--- config.mk ---
export PLATFORM = sky130hd
export DESIGN_NAME = serial_frame_rx
export DESIGN_NICKNAME = d
export VERILOG_FILES = /design/src/rtl/serial_frame_rx.sv
export SDC_FILE = /design/constraint.sdc
export NUM_CORES = 1
export LEC_CHECK = 0
export ABC_AREA = 1
export BUFFER_PORTS_ARGS = -buffer_cell sky130_fd_sc_hd__buf_2
export CAP_MARGIN = 20
export CORE_AREA = 4 4 68 70
export DETAILED_ROUTE_END_ITERATION = 10
export DIE_AREA = 0 0 72 74
export MAX_ROUTING_LAYER = met4
export SLEW_MARGIN = 10
export SYNTH_ARGS = -nofsm -noshare
export SYNTH_HDL_FRONTEND = slang
export SYNTH_SLANG_ARGS = --single-unit
--- constraint.sdc ---
create_clock -name ck -period 2.2 [get_ports ck]
set_clock_uncertainty 0.2 [all_clocks]
set_input_delay 0.44 -clock ck [delete_from_list [all_inputs] [get_ports ck]]
set_output_delay 0.44 -clock ck [all_outputs]
set_load 0.01 [all_outputs]
--- src/rtl/serial_frame_rx.sv ---
// Serial frame receiver: start bit, W data bits MSB-first, optional even parity, stop bit,
// then a one-word valid/ready holding buffer. Optional parity state enabled by SFRX_PARITY_EN.
module serial_frame_rx #(
    parameter int unsigned W  = 8,
    parameter int unsigned CW = $clog2(W)
) (
    input  logic         ck,
    input  logic         rstN,
    input  logic         clr,
    input  logic         bitEn,
    input  logic         sIn,
    output logic [W-1:0] q,
    output logic         qValid,
    input  logic         qReady,
    output logic         busy,
    output logic         frameErr,
    output logic         overrun,
    output logic         parErr
);

    typedef enum logic [1:0] {
        S_IDLE   = 2'd0,
        S_DATA   = 2'd1,
        S_PARITY = 2'd2,
        S_STOP   = 2'd3
    } state_t;

    state_t         r_state;
    state_t         w_state_nxt;
    logic [W-1:0]   r_shreg;
    logic [CW-1:0]  r_cnt;
    logic [W-1:0]   r_q;
    logic           r_q_valid;
    logic           r_busy;
    logic           r_frame_err;
    logic           r_overrun;
    logic           r_par_err;

    logic           w_start;
    logic           w_shift;
    logic           w_load;
    logic           w_ovr_set;
    logic           w_ferr;
    logic           w_perr;
    logic           w_par_bad;
    logic           w_free;
    logic           w_last;

    assign w_free = !r_q_valid || qReady;
    assign w_last = (r_cnt == CW'(W - 1));

`ifdef SFRX_PARITY_EN
    logic           r_pbit;
    // Even parity over data plus parity bit must come out 0.
    assign w_par_bad = ^{r_shreg, r_pbit};

    always_ff @(posedge ck or negedge rstN) begin
        if (!rstN)
            r_pbit <= 1'b0;
        else if (clr)
            r_pbit <= 1'b0;
        else if (bitEn && r_state == S_PARITY)
            r_pbit <= sIn;
    end
`else
    assign w_par_bad = 1'b0;
`endif

    always_ff @(posedge ck or negedge rstN) begin
        if (!rstN)
            r_state <= S_IDLE;
        else if (clr)
            r_state <= S_IDLE;
        else
            r_state <= w_state_nxt;
    end

    // Next state and per-strobe events; nothing moves without bitEn.
    always_comb begin
        w_state_nxt = r_state;
        w_start     = 1'b0;
        w_shift     = 1'b0;
        w_load      = 1'b0;
        w_ovr_set   = 1'b0;
        w_ferr      = 1'b0;
        w_perr      = 1'b0;
        if (bitEn) begin
            case (r_state)
                S_IDLE: begin
                    if (!sIn) begin
                        w_state_nxt = S_DATA;
                        w_start     = 1'b1;
                    end
                end
                S_DATA: begin
                    w_shift = 1'b1;
                    if (w_last) begin
`ifdef SFRX_PARITY_EN
                        w_state_nxt = S_PARITY;
`else
                        w_state_nxt = S_STOP;
`endif
                    end
                end
`ifdef SFRX_PARITY_EN
                S_PARITY: w_state_nxt = S_STOP;
`endif
                S_STOP: begin
                    w_state_nxt = S_IDLE;
                    if (!sIn) begin
                        w_ferr = 1'b1;
                        w_perr = w_par_bad;
                    end else if (w_par_bad) begin
                        w_perr = 1'b1;
                    end else if (w_free) begin
                        w_load = 1'b1;
                    end else begin
                        w_ovr_set = 1'b1;
                    end
                end
                default: w_state_nxt = S_IDLE;
            endcase
        end
    end

    always_ff @(posedge ck or negedge rstN) begin
        if (!rstN) begin
            r_shreg     <= '0;
            r_cnt       <= '0;
            r_q         <= '0;
            r_q_valid   <= 1'b0;
            r_busy      <= 1'b0;
            r_frame_err <= 1'b0;
            r_overrun   <= 1'b0;
            r_par_err   <= 1'b0;
        end else if (clr) begin
            r_shreg     <= '0;
            r_cnt       <= '0;
            r_q         <= '0;
            r_q_valid   <= 1'b0;
            r_busy      <= 1'b0;
            r_frame_err <= 1'b0;
            r_overrun   <= 1'b0;
            r_par_err   <= 1'b0;
        end else begin
            if (w_start) begin
                r_shreg <= '0;
                r_cnt   <= '0;
            end else if (w_shift) begin
                r_shreg <= {r_shreg[W-2:0], sIn};
                // Counter saturates at W-1 on the last data strobe.
                if (!w_last)
                    r_cnt <= r_cnt + CW'(1);
            end
            if (w_load) begin
                r_q       <= r_shreg;
                r_q_valid <= 1'b1;
            end else if (r_q_valid && qReady) begin
                r_q_valid <= 1'b0;
            end
            if (w_ovr_set)
                r_overrun <= 1'b1;
            r_busy      <= (w_state_nxt != S_IDLE);
            r_frame_err <= w_ferr;
            r_par_err   <= w_perr;
        end
    end

    assign q        = r_q;
    assign qValid   = r_q_valid;
    assign busy     = r_busy;
    assign frameErr = r_frame_err;
    assign overrun  = r_overrun;
    assign parErr   = r_par_err;

endmodule

==> impl_metrics.py <==
metrics = {
    "outcome": {
        "outcome": "completed",
    },
    "power_and_ir_drop": {
        "vdd_drop_max_mv": 0.1886,
        "powerDensity_nw_per_um2": 597.5,
        "total_power_mw": 0.7932,
        "leakage_nw": 0.7577,
    },
    "floorplanning": {
        "io_pins": 19,
        "num_rows": 23,
        "fp.dieW_um": 72,
        "initial_core_util": 0.2933,
        "die_y_um": 74,
        "core_um2": 3971,
        "die-area_um2": 5328,
    },
    "detailed_routing": {
        "remaining_drc_errors": 0,
        "routed_wl_um": 2241,
        "wl_per_cell_um": 11.38,
        "via_per_inst": 4.579,
        "drtIter0Drc": 61,
        "vias": 902,
        "ant_nets": 0,
        "dr.pass1.iters": 4,
    },
    "clocking": {
        "clkLatencyLatePin_ps": 260,
        "clk_path_buf_depth": 2,
        "clk_pin_slew_ps": 90,
        "cts_max_level": 1,
        "cts_tree": "built",
        "numCtsBuffers": 3,
        "ctsRootBufferMaster": "clkbuf_8",
        "clock_sinks": 25,
    },
    "timing": {
        "fin_setup_tns_ps": 0,
        "worstMarginPinSlew_ps": 563.8,
        "fin_hold_ws_ps": 217.4,
        "period_needed_ps": 1623,
        "relSlewSlack": 0.6241,
        "rsz0062_at_grt": "no",
        "worst_slack_ps": 577.0,
        "drv_slew": 0,
        "post-route-period-util": 0.7377,
        "fmax_ghz": 0.6161,
        "hold_viol_final": 0,
        "finalSetupViolCount": 0,
    },
    "synthesis": {
        "synth_area_per_cell_um2": 9.030,
        "syn_area_um2": 1165,
        "ys_types": 20,
        "ys_seq_area_frac": 0.5371,
        "synth_ff_type": "dfrtp_1",
        "ys_seq_elements": 25,
        "synth.yosys.warnings": 0,
        "syn-num-nets": 137,
        "syn-instance-count": 129,
        "synth_edf_count": 0,
        "synth-async-reset-ratio": 1.000,
    },
    "placed_design": {
        "dp.cells": 192,
        "portBuffers": 17,
        "dp_slack_ps": 563.8,
        "dpl.hpwl_um": 1626,
        "finalWeightedCongestion": 0.7771,
    },
    "grt": {
        "grt_start_max_net_pins": 26,
        "grt_pass1_vias": 874,
        "grt_antenna_before_repair": 0,
        "grt_overflow": 0,
        "grt_pass1_wl_um": 3960,
        "track_usage": 0.09676,
    },
    "cells_and_area": {
        "final_cell_mix": "39 x nand2_1, 25 x dfrtp_1, 17 x buf_2, 14 x nand4_1",
        "fin_nets": 156,
        "final_common_cell": "nand2_1",
        "drive_gt1_frac": 0.1973,
        "n_fill_cell": 426,
        "finalNonFillerCells": 197,
        "diodes": 0,
        "syn2layout_area_growth_pct": 13.96,
    },
    "critical_path": {
        "cp.arrival_ps": 1630,
        "crit_fanout": 3,
        "criticalPathCategory": "reg2reg",
        "startpoint_type": "flop",
        "end_kind": "flop",
        "worstPathRequired_ps": 2200,
    },
    "job": {
        "drv_cap": 0,
    },
    "hold_path": {
        "hold_class": "in2reg",
    },
}
## flip-flops by register name (all words and copies together) (netlist names)
register,flops
busy,1
r_state,2
r_shreg,8
frameErr,1
overrun,1
qValid,1
r_cnt,3
q,8
## synthesized netlist by cell type, types with 2 or more instances
master   instances  area share
nand2_1         39        0.13
dfrtp_1         25        0.54
nand4_1         14       0.075
inv_1           10       0.032
nand3_1         10       0.043
nor2_1           8       0.026
a21oi_1          4       0.017
buf_6            3       0.029
ha_1             2       0.021
inv_2            2      0.0064
nand2_2          2       0.011
nand2_4          2       0.019
## cell families (layout without fill, tap and decap cells)
group / Yosys count / in the layout / share of synthesized area
AOI/OAI and AO/OA: 6 / 6 / 0.02793
other: 1 / 1 / 0.003219
and+or+nand+nor: 79 / 79 / 0.3362
adders and majority gates: 2 / 2 / 0.02148
buffers and inverters: 16 / 34 / 0.07412
DFF: 25 / 25 / 0.5371
## through the flow
| step | area [um2] | utilization |
|---|---|---|
| 3_5_place_dp | 1271 | 0.3201 |
| 6_report | 1328 | 0.3343 |
| 5_1_grt | 1328 | 0.3343 |
| 2_1_floorplan | 1165 | - |
| 3_3_place_gp | 1271 | 0.3201 |
| 4_1_cts | 1328 | 0.3343 |
## path summary, 6_finish.rpt
path | from | end | cells after the start | slack (ps)
worst max-delay path | r_cnt[0] | r_cnt[1] | 5 | 580
worst min-delay path | sIn | frameErr | 2 | 220
worst max register to register | r_cnt[0] | r_cnt[1] | 5 | 580
worst min register to register | r_shreg[7] | q[7] | 2 | 300
max in group asynchronous | rstN | qValid | 2 | 930
min in group asynchronous | rstN | q[1] | 2 | 490
## layout make-up
| type | instances | area (um2) | area share |
|---|---|---|---|
| sequential | 25 | 625.6 | 0.4713 |
| timing repair buffer | 18 | 95.09 | 0.07163 |
| inverter | 12 | 45.04 | 0.03393 |
| multi-input combinational | 88 | 452.9 | 0.3412 |
| clock inverter | 1 | 5.005 | 0.003770 |
| tap | 50 | 62.56 | 0.04713 |
| clock buffer | 3 | 41.29 | 0.03110 |
## layer usage
metal / track usage / share of wire / up-vias
met1: 0.1234 / 0.47 / 419
met4: 0.04175 / 0.013 / 0
li1: - / - / 461
met2: 0.1490 / 0.48 / 18
met5: - / 0 / -
met3: 0.02027 / 0.036 / 4
## where the power goes
part | leakage (nW) | switching (mW) | total, mW | internal [mW]
Clock | 0.0255 | 0.143 | 0.270 | 0.126
Combinational | 0.385 | 0.0410 | 0.0541 | 0.0131
Sequential | 0.347 | 0.00467 | 0.469 | 0.465
Total | 0.758 | 0.189 | 0.793 | 0.604
## worst max-delay path, stage by stage (launching register included)
cell	delay, ps
dfrtp_1	400
ha_1	200
ha_1	200
nor3_1	320
nand4_1	140
nand2_1	100
## repair_timing
item / CTS / global route
hold buffers: 1 / 0
setup buffers: 0 / 0
endpoints found under the hold margin: 25 / 0
gates resized for setup: 0 / 0
Note: power is estimated with default switching activity, not from simulation.
